===== src/rtl/score_pkg.sv =====
// score_pkg: shared state encoding, widths and saturating
// arithmetic helpers for the whack-a-mole scoring engine.
package score_pkg;

   typedef enum logic [1:0] {
      ST_IDLE = 2'b00,
      ST_RUN  = 2'b01,
      ST_HOLD = 2'b10
   } state_t;

   localparam int MULT_W = 3;

   // Wide enough that score/streak sums never wrap before clamping.
   typedef logic [31:0] calc_t;

   function automatic calc_t sat_add(
      input calc_t a,
      input calc_t b,
      input calc_t lim
   );
      calc_t s;
      s = a + b;
      return (s > lim) ? lim : s;
   endfunction

   function automatic calc_t sat_sub(
      input calc_t a,
      input calc_t b
   );
      return (a > b) ? (a - b) : '0;
   endfunction

endpackage


===== src/rtl/score_lane.sv =====
// score_lane: one player's score, hit streak and multiplier,
// with saturating add on hits and floored penalty on misses.
module score_lane
   import score_pkg::*;
#(
   parameter int SCORE_W      = 8,
   parameter int STREAK_STEP  = 4,
   parameter int MAX_MULT     = 4,
   parameter int MISS_PENALTY = 1
) (
   input  logic               clkIn,
   input  logic               reset,
   input  logic               en,
   input  logic               clr,
   input  logic               hit,
   input  logic               miss,
   output logic [SCORE_W-1:0] score,
   output logic [MULT_W-1:0]  mult,
   output logic [SCORE_W-1:0] score_nxt
);

   localparam int    SW         = SCORE_W + 3;
   localparam calc_t SCORE_MAX  = calc_t'(2**SCORE_W - 1);
   localparam calc_t STREAK_MAX = calc_t'(STREAK_STEP * (MAX_MULT - 1));
   localparam calc_t STEP       = calc_t'(STREAK_STEP);
   localparam calc_t MMAX       = calc_t'(MAX_MULT);
   localparam calc_t PEN        = calc_t'(MISS_PENALTY);

   logic [SW-1:0]     streak;
   logic [SW-1:0]     streak_nxt;
   logic [MULT_W-1:0] mult_nxt;
   calc_t             sc_c;
   calc_t             st_c;
   calc_t             mu_c;

   // Next score/streak/multiplier; a hit masks a same-cycle miss.
   always_comb begin
      sc_c = calc_t'(score);
      st_c = calc_t'(streak);
      if (en && hit) begin
         sc_c = sat_add(sc_c, calc_t'(mult), SCORE_MAX);
         st_c = sat_add(st_c, 32'd1, STREAK_MAX);
      end else if (en && miss) begin
         sc_c = sat_sub(sc_c, PEN);
         st_c = '0;
      end
      mu_c = 32'd1 + (st_c / STEP);
      if (mu_c > MMAX) mu_c = MMAX;
      score_nxt  = SCORE_W'(sc_c);
      streak_nxt = SW'(st_c);
      mult_nxt   = MULT_W'(mu_c);
   end

   // Lane state; clr starts a fresh round.
   always_ff @(posedge clkIn or negedge reset) begin
      if (!reset) begin
         score  <= '0;
         streak <= '0;
         mult   <= MULT_W'(1);
      end else if (clr) begin
         score  <= '0;
         streak <= '0;
         mult   <= MULT_W'(1);
      end else begin
         score  <= score_nxt;
         streak <= streak_nxt;
         mult   <= mult_nxt;
      end
   end

endmodule


===== src/rtl/score_keeper.sv =====
// score_keeper: session FSM, per-player scoring lanes,
// leader/tie tracking and session high score.
module score_keeper
   import score_pkg::*;
#(
   parameter int NUM_PLAYERS  = 2,
   parameter int SCORE_W      = 8,
   parameter int STREAK_STEP  = 4,
   parameter int MAX_MULT     = 4,
   parameter int MISS_PENALTY = 1
) (
   input  logic                           clkIn,
   input  logic                           reset,
   input  logic                           game_active,
   input  logic [NUM_PLAYERS-1:0]         hit,
   input  logic [NUM_PLAYERS-1:0]         miss,
   input  logic                           clear_high,
   output logic [NUM_PLAYERS*SCORE_W-1:0] scores,
   output logic [NUM_PLAYERS*MULT_W-1:0]  mult,
   output logic [1:0]                     state,
   output logic [1:0]                     leader,
   output logic                           tie,
   output logic [SCORE_W-1:0]             high_score,
   output logic [1:0]                     high_owner,
   output logic                           new_high
);

   localparam int VW = NUM_PLAYERS * SCORE_W;

   state_t             st;
   logic               act_q;
   logic               act_qq;
   logic               rise;
   logic               fall;
   logic               run;
   logic               clr;
   logic               eog;
   logic [VW-1:0]      nxt;
   logic [1:0]         lead_c;
   logic [SCORE_W-1:0] best_c;
   logic [2:0]         cnt_c;
   logic               tie_c;
   logic [1:0]         fidx_c;
   logic [SCORE_W-1:0] fbest_c;

   assign rise  = act_q & ~act_qq;
   assign fall  = ~act_q & act_qq;
   assign run   = (st == ST_RUN);
   assign clr   = rise & ~run;
   assign eog   = run & fall;
   assign state = st;

   for (genvar i = 0; i < NUM_PLAYERS; i++) begin : g_lane
      score_lane #(
         .SCORE_W      (SCORE_W),
         .STREAK_STEP  (STREAK_STEP),
         .MAX_MULT     (MAX_MULT),
         .MISS_PENALTY (MISS_PENALTY)
      ) u_lane (
         .clkIn     (clkIn),
         .reset     (reset),
         .en        (run),
         .clr       (clr),
         .hit       (hit[i]),
         .miss      (miss[i]),
         .score     (scores[i*SCORE_W +: SCORE_W]),
         .mult      (mult[i*MULT_W +: MULT_W]),
         .score_nxt (nxt[i*SCORE_W +: SCORE_W])
      );
   end

   function automatic void arg_max(
      input  logic [VW-1:0]      v,
      output logic [1:0]         k,
      output logic [SCORE_W-1:0] b
   );
      b = v[SCORE_W-1:0];
      k = '0;
      for (int i = 1; i < NUM_PLAYERS; i++) begin
         if (v[i*SCORE_W +: SCORE_W] > b) begin
            b = v[i*SCORE_W +: SCORE_W];
            k = 2'(i);
         end
      end
   endfunction

   // Leader and tie from registered scores; final maximum from
   // next-cycle scores so a hit on the ending edge still counts.
   always_comb begin
      arg_max(scores, lead_c, best_c);
      arg_max(nxt, fidx_c, fbest_c);
      cnt_c = '0;
      for (int i = 0; i < NUM_PLAYERS; i++) begin
         if (scores[i*SCORE_W +: SCORE_W] == best_c) cnt_c = cnt_c + 3'd1;
      end
      tie_c = (NUM_PLAYERS > 1) && (st != ST_IDLE) && (cnt_c > 3'd1);
   end

   // Edge detect on game_active and session FSM.
   always_ff @(posedge clkIn or negedge reset) begin
      if (!reset) begin
         act_q  <= 1'b0;
         act_qq <= 1'b0;
         st     <= ST_IDLE;
      end else begin
         act_q  <= game_active;
         act_qq <= act_q;
         unique case (st)
            ST_IDLE: if (rise) st <= ST_RUN;
            ST_RUN:  if (fall) st <= ST_HOLD;
            ST_HOLD: if (rise) st <= ST_RUN;
            default: st <= ST_IDLE;
         endcase
      end
   end

   // Registered leader/tie, one cycle behind scores.
   always_ff @(posedge clkIn or negedge reset) begin
      if (!reset) begin
         leader <= '0;
         tie    <= 1'b0;
      end else begin
         leader <= lead_c;
         tie    <= tie_c;
      end
   end

   // High score: end-of-game update takes priority over clear.
   always_ff @(posedge clkIn or negedge reset) begin
      if (!reset) begin
         high_score <= '0;
         high_owner <= '0;
         new_high   <= 1'b0;
      end else begin
         new_high <= 1'b0;
         if (eog && (fbest_c > high_score)) begin
            high_score <= fbest_c;
            high_owner <= fidx_c;
            new_high   <= 1'b1;
         end else if (clear_high) begin
            high_score <= '0;
            high_owner <= '0;
         end
      end
   end

endmodule

===== config.mk =====
export PLATFORM = sky130hd
export DESIGN_NAME = score_keeper
export DESIGN_NICKNAME = d
export VERILOG_FILES = /design/src/rtl/score_pkg.sv /design/src/rtl/score_lane.sv /design/src/rtl/score_keeper.sv
export SDC_FILE = /design/constraint.sdc
export NUM_CORES = 1
export LEC_CHECK = 0
export BUFFER_PORTS_ARGS = -buffer_cell sky130_fd_sc_hd__buf_4
export CELL_PAD_IN_SITES_DETAIL_PLACEMENT = 0
export CELL_PAD_IN_SITES_GLOBAL_PLACEMENT = 1
export CORE_ASPECT_RATIO = 0.7
export CORE_MARGIN = 4
export CORE_UTILIZATION = 45
export CTS_BUF_LIST = sky130_fd_sc_hd__clkbuf_8
export DETAILED_ROUTE_END_ITERATION = 12
export GPL_TIMING_DRIVEN = 0
export HOLD_SLACK_MARGIN = 0.06
export PLACE_DENSITY = 0.87
export SETUP_SLACK_MARGIN = 0.4
export SYNTH_ARGS = -nofsm -noshare
export SYNTH_HDL_FRONTEND = slang
export SYNTH_SLANG_ARGS = --single-unit

===== constraint.sdc =====
create_clock -name clkIn -period 6.4 [get_ports clkIn]
set_input_delay 1.6 -clock clkIn [delete_from_list [all_inputs] [get_ports clkIn]]
set_output_delay 1.6 -clock clkIn [all_outputs]
set_load 0.02 [all_outputs]

# Yosys cells after proc, flatten, opt, wreduce, memory -nomap -nowiden
# Cells that the tools add are included.
# word_totals
reg_bits	61
input_bits	8
output_inout_bits	38
elab_cells	99
# op_classes
n_addsub	9
magnitude_cmp	12
eq_ne	6
n_mux	36
bitwise	7
n_reduce_logical	13
# ops
op	count
32-bit 2-to-1 mux	4
8-bit 2-to-1 mux	14
32-bit by 4-bit greater-than comparator with 1-bit output, second input constant	2
1-bit by 30-bit adder with 31-bit output, first input constant	2
31-bit by 3-bit greater-than comparator with 1-bit output, second input constant	2
11-bit 2-to-1 mux	4
11-bit by 1-bit adder with 12-bit output, second input constant	2
8-bit greater-than comparator	3
8-bit by 3-bit adder with 9-bit output	2
9-bit by 8-bit greater-than comparator with 1-bit output, second input constant	2
8-bit == test	2
8-bit by 1-bit greater-than comparator with 1-bit output, second input constant	2
8-bit by 1-bit subtractor with 8-bit output, second input constant	2
3-bit 2-to-1 mux	5
2-bit 2-to-1 mux	4
1-bit logical AND	6
3-bit nonzero test	2
1-bit AND	4
1-bit 2-to-1 mux	4
2-bit one-hot mux with 2 select lines	1
2-bit nonzero test	2
3-bit by 1-bit adder with 3-bit output, second input constant	1
3-bit by 1-bit greater-than comparator with 1-bit output, second input constant	1
1-bit inverter	3
other kinds (7)	7

# Longest topological paths before layout
# Gate-level depths: netlist of run 1.
# logic_depth
depth_word	9
mapped_depth	22
ltp_nobuf	20

# By module
# Synthesis of run 1 repeated with hierarchy kept, for this count alone.
# unflattened
cells_unflattened	588
hier_area_um2	5057.4
# modules_own_cells
module	instances	cells_each	area_each_um2	seq_area_each_um2
score_lane	2	203	1775.5	551.8
score_keeper	1	182	1506.4	400.4

# Least setup slack after synthesis of run 1
# Ideal clock, no wire load.
# synth_timing
path_type	input to register
from	input port hit[1]
to	register high_score[1]
setup_time_ps	125
arrival_ps	5196
required_ps	6275
slack_ps	1080
path_stages	18
n_path_buf	2
cell_sequence	nand4bb_1 nor2_1 and3_1 or3_1 nand3_1 inv_1 ha_1 a21o_1 a21o_1 o22ai_1 buf_2 mux2_2 ha_1 nand4_1 o2111ai_1 a21oi_1 clkbuf_1 mux2_2
# synth_between
elab_chain_cells	7
elab_cells_between_ends	8
classes_between	order compare (2); mux (3); reduce/logical (3)
# synth_rtl
element	line	text
from (decl)	score_keeper.sv:15	input logic [NUM_PLAYERS-1:0] hit,
1-bit logical AND (*)	score_lane.sv:40	if (en && hit) begin
8-bit 2-to-1 mux (*)	score_lane.sv:40	
8-bit greater-than comparator	score_keeper.sv:80	if (v[i*SCORE_W +: SCORE_W] > b) begin
8-bit 2-to-1 mux (*)	score_keeper.sv:80	
8-bit greater-than comparator	score_keeper.sv:136	if (eog && (fbest_c > high_score)) begin
1-bit logical AND	score_keeper.sv:136	
8-bit 2-to-1 mux / 2-bit nonzero test (equally long branches)	n/a	
to (signal assigned)	score_keeper.sv:137	high_score <= fbest_c;
to (decl)	score_keeper.sv:23	output logic [SCORE_W-1:0] high_score,
# Mark *: on every way between the ends. The rest lies on a longest branch, timed or not.
# A chain may end at the register's enable or synchronous reset.

# Worst setup path in the final report of run 1
# layout_timing
from	input port hit[0]
to	register high_score[1]
# Same word-level chain as after synthesis.

==> flow_summary.ini, run 1 <==
[timing]
rsz0062_at_grt = false
slew_violations = 0
fin_setup_tns_ps = 0
setup_violations = 0
worstMarginPinSlew_ps = 796
max_freq_mhz = 178
period_minus_slack_ps = 5630
hold_ws_ps = 430
slew_headroom_pct = 46.9
hold_violations = 0
skew_ps = 7.31
finalCritPeriodShare_pct = 87.9

[cts]
cts_tree = yes
cts_buffer_depth = 2
numClockSinks = 60
root_buffer = clkbuf_8
htree_levels = 3
clock_latency_ps = 350
clk_pin_slew_ps = 70
cts_made_buffers = 9

[setup_path]
critical_path_peak_fanout = 10
worstSetupEndpointType = flop
required_ps = 6640
cp-start-kind = input pin
path_delay_family = compound AO/OA/AOI/OAI gates
cp_cell_sequence = buf_4 > and3b_1 > clkbuf_1 > and4_1 > o21ai_0 > nand3_1 > ha_1 > a21o_1 > a21o_1 > o22ai_1 > buf_2 > mux2_2 > ha_1 > nand4_1 > o2111ai_1 > a21oi_1 > clkbuf_2 > mux2_2
arrival_ps = 5870
critical_path_buf_inv_count = 4
cp_slowest_stage_delay_ps = 390
worstSetupPathType = input pin to flop
critPathSlowestCell = mux2_2

[synthesis]
synth_edf_count = 0
yosysTopAreaCell = dfrtp_1
synth_area_leaders = dfrtp_1 31%, ha_1 11%, nor2_1 3.9%
synthDistinctLibCells = 71
synth_top_area_share_pct = 30.6
yosysSeqAreaShare_pct = 31.7
ys_async_sr_fraction_pct = 100
ys_seq_elements = 60
synth_area_mm2 = 0.00474
synth_flop_cell = dfrtp_1
synthCells = 546
yosysWarnings = 0
syn_area_per_cell_um2 = 8.69

[floorplanning]
dieArea_mm2 = 0.0123
die_y_um = 93.9
fp.coreArea_mm2 = 0.0103
io_pins = 46
die_w_um = 131
num_rows = 31
initial_core_util_pct = 46.0

[placed_design]
numPortBuffers = 42
dp_cells = 721
detailed_place.area_mm2 = 0.00523
gp_congestion = 0.914
dpl.hpwl_mm = 9.72

[detailed_routing]
avgRoutedWirePerCell_um = 17.5
dr.pass1.iters = 7
routed_wl_mm = 12.9
viasPerCell = 5.93
detail-route-antenna-nets = 0
vias = 4369
dr.first_iter.drc_count = 402
drc_errors = 0

[layout]
area_delta_synth_final_pct = 14.5
final_nets = 652
regArea_mm2 = 0.00150
design_area_mm2 = 0.00543
diodes = 0
drive_above_1_share_pct = 15.2
fin_cells = 737
multi_input_comb_area_mm2 = 0.00300
nFillCells = 978

[global_routing]
grt_pass1_wl_mm = 20.9
grt_busiest_layer = met1
grtUsageTotal_pct = 21.7
grt_util_met3_pct = 4.83
antenna_found_initial = 0
grt_overflow_total = 0
gr-usage-met2_pct = 29.8
grtUsageMet1_pct = 34.0
grt_max_degree = 61
grt_pass1_vias = 3944

[power_and_ir_drop]
seq_power_share_pct = 24.6
p_int_mw = 1.32
irDropWorstVdd_mv = 0.358
power.switching_mw = 1.22
pwr-share-comb_pct = 62.3
power_frac_clock_pct = 13.2
netSwitchingFraction_pct = 47.9
p_leak_nw = 2.60
power.total_mw = 2.54
p_per_area_mw_per_mm2 = 468

[flow_run]
maxCapViolations = 0

[status]
outcome = complete, no violations

[hold_path]
min_path_type = flop to flop
worst reg2reg max path: stages, from the launching register on:
cell and delay [ps]:
dfrtp_1 520, ha_1 310, fa_1 420, a21oi_1 400, nor2_1 180, and4_1 230
o21ai_0 180, nand3_1 240, ha_1 370, a21o_1 180, a21o_1 180, o22ai_1 90
buf_2 300, mux2_2 400, ha_1 290, nand4_1 120, o2111ai_1 130, a21oi_1 260
clkbuf_2 310, mux2_2 370
cells in the mapped netlist (3+ instances only):
cell / number
dfrtp_1: 58
nor2_1: 49
ha_1: 42
inv_1: 33
nand2_1: 29
a21oi_1: 26
nand3_1: 24
and3_1: 20
o21ai_0: 18
clkbuf_1: 17
nor3_1: 14
or3_1: 14
nand2b_1: 11
nand4_1: 11
xor2_1: 11
o31ai_1: 9
and2_1: 8
xnor2_1: 8
a21o_1: 7
mux2i_1: 7
nor2b_1: 7
nor4_1: 7
o21a_1: 7
a31oi_1: 6
buf_2: 6
mux2_2: 6
o22ai_1: 6
o211ai_1: 5
a221oi_1: 4
a22oi_1: 4
o221ai_1: 4
a21boi_0: 3
buf_4: 3
nand3b_1: 3
o21ai_1: 3
o41ai_1: 3
or4_1: 3
what timing repair did:
item	4_1_cts	5_1_grt
setup buffers	0	0
hold buffers	0	0
endpoints found under the hold margin	0	0
gates resized for setup	0	6
setup endpoints to repair	0	9
per-stage QoR:
step,setup slack [ps],util [%]
final,775,52.6
after global routing,466,52.6
after CTS,576,52.5
after detailed placement,261,50.7
after global placement,292,50.7
after floorplan,1080,-
area by class of cell:
type / count / share of cell area, %
flip-flops and latches: 60 / 27.7
plain buffers: 29 / 2.51
well taps: 132 / 3.04
clock buffers: 9 / 2.28
repair buffers: 42 / 5.81
multi-input cells: 424 / 55.2
inverters: 34 / 2.35
clock inverters: 7 / 1.13
sequential cells by signal, indices dropped and copies added (netlist names):
| signal | cells |
|---|---|
| high_score | 8 |
| act_qq | 1 |
| state | 2 |
| leader | 1 |
| g_lane.u_lane.streak | 22 |
| g_lane.u_lane.mult | 6 |
| tie | 1 |
| g_lane.u_lane.score | 16 |
| high_owner | 1 |
| new_high | 1 |
| act_q | 1 |
path summary, 6_finish.rpt:
check,start,endpoint,slack (ps),cells past startpoint
max,hit[0],high_score[1]$_DFFE_PN0P_,770,18
min,act_q$_DFF_PN0_,act_qq$_DFF_PN0_,430,0
max reg2reg,g_lane[0].u_lane.score[0]$_DFF_PN0_,high_score[1]$_DFFE_PN0P_,820,19
min reg2reg,act_q$_DFF_PN0_,act_qq$_DFF_PN0_,430,0
max in group asynchronous,reset,g_lane[1].u_lane.streak[1]$_DFFE_PN0P_,4530,1
min in group asynchronous,reset,g_lane[0].u_lane.score[7]$_DFF_PN0_,1300,1
power by group through the flow:
stage | sequential [mW] | combinational, mW | clock (mW)
6_report | 0.625 | 1.58 | 0.334
5_1_grt | 0.640 | 1.78 | 0.360
4_1_cts | 0.621 | 1.56 | 0.344
3_5_place_dp | 0.627 | 1.55 | 0
3_3_place_gp | 0.624 | 1.52 | 0
2_1_floorplan | 0.683 | 1.04 | 0
routing by layer:
| layer | part of all wire [%] | up-vias | wire length [um] |
|---|---|---|---|
| met1 | 51 | 2100 | 6600 |
| met4 | 0.96 | 0 | 123 |
| li1 | - | 2113 | - |
| met3 | 6.5 | 12 | 839 |
| met5 | 0 | - | 0 |
| met2 | 41 | 144 | 5310 |
cell families (layout without fill, tap and decap cells):
family,Yosys count,after routing,synth area share (%)
fa+ha+maj,44,44,11.9
buf+inv,63,121,5.54
flops,60,60,31.7
compound gates,127,127,18.5
other cells,1,2,0.0790
xor+xnor,19,19,3.51
mux,15,15,3.51
simple gates,217,217,25.3
cells in the final DEF, fill, tap and decap left out, types with 5 or more instances in the layout:
| cell type | n |
|---|---|
| nand2b_1 | 11 |
| xnor2_1 | 8 |
| mux2_2 | 6 |
| clkbuf_1 | 16 |
| nand2_1 | 29 |
| xor2_1 | 11 |
| nand4_1 | 11 |
| a21o_1 | 7 |
| clkbuf_8 | 9 |
| nor2_1 | 49 |
| nor2b_1 | 7 |
| o211ai_1 | 5 |
| a21oi_1 | 25 |
| a31oi_1 | 6 |
| nor4_1 | 7 |
| o21a_1 | 7 |
| ha_1 | 42 |
| nand3_1 | 24 |
| o21ai_0 | 17 |
| nor3_1 | 14 |
| and3_1 | 20 |
| and2_1 | 8 |
| buf_4 | 45 |
| o31ai_1 | 8 |
| mux2i_1 | 7 |
| inv_1 | 36 |
| dfrtp_1 | 58 |
| or3_1 | 14 |
| buf_2 | 6 |
| o22ai_1 | 6 |
Note: power is estimated with default switching activity, not from simulation.
==> run 2, diff against run 1 <==
==> constraint.sdc (replaced) <==
create_clock -name clkIn -period 6.4 [get_ports clkIn]
set_input_delay 0.96 -clock clkIn [delete_from_list [all_inputs] [get_ports clkIn]]
set_output_delay 0.96 -clock clkIn [all_outputs]
set_load 0.02 [all_outputs]
==> run 2 against run 1 <==
  * Die area stayed put
  * Utilization is 0.061 points lower
  * First-iteration DRC count is 8.7% higher
  * Non-clock buffer count stayed put
  * Hold slack hardly changed
  * Combinational power hardly changed
  * Largest cell class unchanged
==> flow_summary.ini, run 2 (synthesis gave the netlist of run 1 again) <==
[layout]
layout_commonest_cell = dfrtp_1
final_nets = 652
drive_above_1_share_pct = 15.0
diodes = 0
largest-register = g_lane.u_lane.streak
reg_top3 = g_lane.u_lane.streak: 22 flops, g_lane.u_lane.score: 16 flops, high_score: 8 flops
fin_cells = 737
final_cell_mix = 58 x dfrtp_1, 49 x nor2_1, 45 x buf_4
design_area_mm2 = 0.00542
largest_reg_flops = 22
area_delta_synth_final_pct = 14.3

[placed_design]
gp_congestion = 0.914
dp_cells = 721
numPortBuffers = 42
dpl.hpwl_mm = 9.72
pre_cts_ws_ps = 577
detailed_place.area_mm2 = 0.00523

[cts]
hold_buffers = 0
htree_levels = 3
clock_latency_ps = 350
clk_pin_slew_ps = 70
cts_tree = yes
numClockSinks = 60
cts_setup_buffers = 0
cts_made_buffers = 9
cts_buffer_depth = 2
root_buffer = clkbuf_8
cts_resized = 0

[floorplanning]
io_pins = 46
fp.coreArea_mm2 = 0.0103
num_rows = 31
die_w_um = 131
dieArea_mm2 = 0.0123
initial_core_util_pct = 46.0
die_y_um = 93.9

[flow_run]
maxCapViolations = 0

[hold_path]
min_path_type = flop to flop
hold_path.startpoint = act_q$_DFF_PN0_
hold_end = act_qq$_DFF_PN0_
whs_path_depth = 0

[setup_path]
reg2reg_to = high_score[1]$_DFFE_PN0P_
worstSetupEndpointType = flop
arrival_ps = 5810
regToRegSetupSlack_ps = 830
r2r-start = g_lane[0].u_lane.score[0]$_DFF_PN0_
worstRegToRegCells = 19
cp-start-kind = flop
worstSetupPathType = flop to flop
critical_path_peak_fanout = 11
required_ps = 6640

[timing]
setup_violations = 0
slew_violations = 0
hold_violations = 0
worstMarginPinSlew_ps = 795
skew_ps = 8.02
rsz0062_at_grt = false
fin_setup_tns_ps = 0
finalWorstSetupSlack_ps = 826
max_freq_mhz = 179
slew_headroom_pct = 47.0
finalCritPeriodShare_pct = 87.1
period_minus_slack_ps = 5570

[detailed_routing]
routed_wl_mm = 12.8
dr.pass1.iters = 5
drc_errors = 0
vias = 4372
detail-route-antenna-nets = 0
avgRoutedWirePerCell_um = 17.4
viasPerCell = 5.93
dr.first_iter.drc_count = 437

[status]
outcome = complete, no violations

[power_and_ir_drop]
p_per_area_mw_per_mm2 = 469
power.total_mw = 2.54
p_leak_nw = 2.60
irDropWorstVdd_mv = 0.358

[global_routing]
grt_pass1_wl_mm = 20.9
antenna_found_initial = 0
grtUsageTotal_pct = 21.7
grt_pass1_vias = 3944
grt_max_degree = 61
grt_overflow_total = 0
run 2: worst max-delay path by stage:
stage / to / slack, ps / cells after the start / startpoint
floorplan: high_score[1]$_DFFE_PN0P_ / 1400 / 20 / g_lane[1].u_lane.score[0]$_DFF_PN0_
global placement: high_score[1]$_DFFE_PN0P_ / 660 / 18 / g_lane[0].u_lane.score[0]$_DFF_PN0_
detailed placement: high_score[1]$_DFFE_PN0P_ / 580 / 18 / g_lane[0].u_lane.score[0]$_DFF_PN0_
CTS: high_score[1]$_DFFE_PN0P_ / 580 / 18 / g_lane[0].u_lane.score[0]$_DFF_PN0_
global route: high_score[1]$_DFFE_PN0P_ / 470 / 20 / g_lane[0].u_lane.score[0]$_DFF_PN0_
finish: high_score[1]$_DFFE_PN0P_ / 830 / 19 / g_lane[0].u_lane.score[0]$_DFF_PN0_
run 2: where the power goes:
part	total [mW]	switching (mW)	internal (mW)	leakage, nW
sequential	0.626	0.148	0.477	0.800
combinational	1.58	0.910	0.671	1.70
clock	0.334	0.160	0.175	0.0990
run 2: worst max-delay path, cell delays in order (launching register included):
cell and delay, ps:
dfrtp_1 520, ha_1 300, fa_1 410, a21oi_1 410, nor2_1 180, and4_1 230
o21ai_0 170, nand3_1 230, ha_1 370, a21o_1 180, a21o_1 180, o22ai_1 90
buf_2 300, mux2_2 400, ha_1 290, nand4_1 120, o2111ai_1 130, a21oi_1 260
clkbuf_2 310, mux2_2 370
run 2: metal layers:
metal  share of wire, %  vias up  GRT usage (%)
met3                6.5        9           4.83
met4               0.87        0           4.97
met5                  0        -              0
met1                 51     2094           34.0
met2                 41      158           29.8
li1                   -     2111              -
run 2: area by class of cell:
type                       instances  area [um2]
buffer                            29         136
timing repair buffer              42         315
clock inverter                     7        61.3
clock buffer                       9         124
multi-input combinational        424        2990
fill                             979        4890
inverter                          34         128
sequential                        60        1500
tap                              132         165
run 2: through the flow:
| step | utilization (%) | hold WS [ps] |
|---|---|---|
| final | 52.6 | 430 |
| after global routing | 52.6 | 450 |
| after CTS | 52.5 | 446 |
| after detailed placement | 50.7 | 429 |
| after global placement | 50.7 | 418 |
| after floorplan | - | 375 |
==> run 3, diff against run 2 <==
--- a/config.mk
+++ b/config.mk
@@ -15,8 +15,9 @@
 export DETAILED_ROUTE_END_ITERATION = 12
 export GPL_TIMING_DRIVEN = 0
 export HOLD_SLACK_MARGIN = 0.06
-export PLACE_DENSITY = 0.87
+export PLACE_DENSITY = 0.86
 export SETUP_SLACK_MARGIN = 0.4
 export SYNTH_ARGS = -nofsm -noshare
 export SYNTH_HDL_FRONTEND = slang
+export SYNTH_HIERARCHICAL = 1
 export SYNTH_SLANG_ARGS = --single-unit
==> run 3 against run 2 <==
  * Critical path depth increased by 1
  * Clock skew decreased by 2.2 ps
  * Fmax decreased by 2.1%
  * Sequential cell count unchanged
  * Critical endpoint is now high_owner[0]$_DFFE_PN0P_
  * Largest cell class unchanged
  * Highest routed layer unchanged
==> flow_summary.ini, run 3 <==
[detailed_routing]
detail-route-antenna-nets = 0
vias = 4690
viasPerCell = 5.83
drc_errors = 0
dr.first_iter.drc_count = 430
routed_wl_mm = 13.7
dr.pass1.iters = 6
avgRoutedWirePerCell_um = 17.0

[floorplanning]
die_w_um = 135
fp.coreArea_mm2 = 0.0110
dieArea_mm2 = 0.0130
num_rows = 32
io_pins = 46
die_y_um = 96.7
initial_core_util_pct = 45.9

[synthesis]
synthMostInstantiatedCell = dfrtp_1
yosysTopAreaCell = dfrtp_1
yosysWarnings = 6
ys_async_sr_fraction_pct = 100
synth_flop_cell = dfrtp_1
syn_area_per_cell_um2 = 8.60
synthCells = 588
synthDistinctLibCells = 72
netlist_top_cells_count = 58 x dfrtp_1, 51 x nand2_1, 50 x nor2_1
synth_edf_count = 0
synth_top_area_share_pct = 28.7
yosysSeqAreaShare_pct = 29.7
synth_area_mm2 = 0.00506
ys_seq_elements = 60
synth_area_leaders = dfrtp_1 29%, ha_1 9.9%, nand2_1 3.8%

[setup_path]
cp_slowest_stage_delay_ps = 470
cp_cell_sequence = nor2b_4 > nand2_1 > or4_1 > or3_1 > a221o_1 > a21boi_1 > ha_1 > a21oi_1 > o21ai_0 > o31a_1 > clkbuf_2 > nand3_1 > nand2_1 > ha_1 > nand4_1 > or3b_4 > a21oi_4 > or2_1 > buf_6 > mux2i_1
worstSetupPathType = flop to flop
cp-startpoint = state[0]$_DFFE_PN0P_
arrival_ps = 5960
r2r-start = state[0]$_DFFE_PN0P_
cp-start-kind = flop
required_ps = 6670
critPathSlowestCell = or4_1
worstSetupEndpointType = flop
critical_path_peak_fanout = 10

[cts]
clk_pin_slew_ps = 70
cts_tree = yes
cts_buffer_depth = 2
root_buffer = clkbuf_8
htree_levels = 3
clock_latency_ps = 340
numClockSinks = 60
cts_made_buffers = 9

[power_and_ir_drop]
p_leak_nw = 2.59
irDropWorstVdd_mv = 0.211
power.total_mw = 2.87
p_per_area_mw_per_mm2 = 492

[flow_run]
maxCapViolations = 0

[status]
outcome = complete, no violations

[layout]
nFillCells = 1036
regArea_mm2 = 0.00151
largest_reg_flops = 22
area_delta_synth_final_pct = 15.2
final_util_pct = 52.9
layout_commonest_cell = dfrtp_1
largest-register = g_lane.u_lane/streak
reg_top3 = g_lane.u_lane/streak: 22 flops, g_lane.u_lane/score: 16 flops, high_score: 8 flops
final_nets = 696
diodes = 0
fin_cells = 804
multi_input_comb_area_mm2 = 0.00320
design_area_mm2 = 0.00582
drive_above_1_share_pct = 17.2
final_cell_mix = 57 x dfrtp_1, 51 x nand2_1, 50 x nor2_1, 50 x buf_4, 40 x ha_1

[hold_path]
min_path_type = flop to flop
hold_path.startpoint = act_q$_DFF_PN0_

[global_routing]
grt_overflow_total = 0
antenna_found_initial = 0
grt_pass1_wl_mm = 22.7
grt_max_degree = 61
grtUsageTotal_pct = 21.5
grt_pass1_vias = 4428

[timing]
finalWorstSetupSlack_ps = 707
skew_ps = 5.79
period_minus_slack_ps = 5690
slew_violations = 0
rsz0062_at_grt = false
hold_violations = 0
slew_headroom_pct = 21.1
setup_violations = 0
hold_ws_ps = 439
fin_setup_tns_ps = 0
worstMarginPinSlew_ps = 1180
finalCritPeriodShare_pct = 88.9
max_freq_mhz = 176

[placed_design]
dp_cells = 784
pre_cts_ws_ps = 157
detailed_place.area_mm2 = 0.00557
gp_congestion = 0.906
dpl.hpwl_mm = 10.1
numPortBuffers = 42
==> run 3: power breakdown <==
part / internal [mW] / total [mW] / switching [mW]
clock network: 0.189 / 0.349 / 0.159
registers: 0.490 / 0.660 / 0.170
logic: 0.775 / 1.86 / 1.08
total: 1.45 / 2.87 / 1.41
==> run 3: final cells by class <==
type / instances / share of cell area [%]
multi-input cells: 467 / 54.9
flip-flops and latches: 60 / 25.8
clock buffers: 10 / 2.36
repair buffers: 46 / 5.93
clock inverters: 6 / 1.10
inverters: 34 / 2.19
plain buffers: 28 / 4.36
well taps: 153 / 3.29
==> run 3: layer usage <==
metal / wire, um / vias up / track usage [%]
met5: 0 / - / 0
met4: 227 / 0 / 6.73
met3: 969 / 20 / 4.73
met2: 5450 / 200 / 28.3
met1: 7040 / 2222 / 34.2
li1: - / 2248 / -
==> run 3: worst paths after layout <==
| path | end | slack (ps) | cells past startpoint |
|---|---|---|---|
| setup / recovery | high_owner[0]$_DFFE_PN0P_ | 710 | 20 |
| min in group asynchronous | g_lane[1].u_lane/score[7]$_DFF_PN0_ | 670 | 1 |
| hold / removal | act_qq$_DFF_PN0_ | 440 | 0 |
| setup reg to reg | high_owner[0]$_DFFE_PN0P_ | 710 | 20 |
| max in group asynchronous | state[0]$_DFFE_PN0P_ | 5120 | 1 |
| hold reg to reg | act_qq$_DFF_PN0_ | 440 | 0 |
==> run 3: logic make-up (layout without fill, tap and decap cells) <==
group	Yosys count	after routing	share of synthesized area, %
xor gates and xnor gates	26	26	4.50
DFF	60	60	29.7
other	1	2	0.0741
muxes	3	3	0.594
buffers and inverters	62	124	7.52
and+or+nand+nor	249	249	26.4
adders and majority gates	42	42	10.7
AOI/OAI and AO/OA	145	145	20.5
==> run 3: timing repair <==
| item | 4_1_cts | 5_1_grt |
|---|---|---|
| setup endpoints to repair | 10 | 10 |
| resized for setup | 2 | 8 |
| hold endpoints to repair | 0 | 0 |
| hold buffers | 0 | 0 |
| buffers inserted | 0 | 4 |
| pin swaps | 0 | 1 |
==> run 3: critical path, delay by kind of cell (launching register included) <==
family,cells,cell delay [ps]
buf+inv,2,310
mux,1,180
compound gates,6,1740
flops,1,440
fa+ha+maj,2,650
simple gates,9,2310
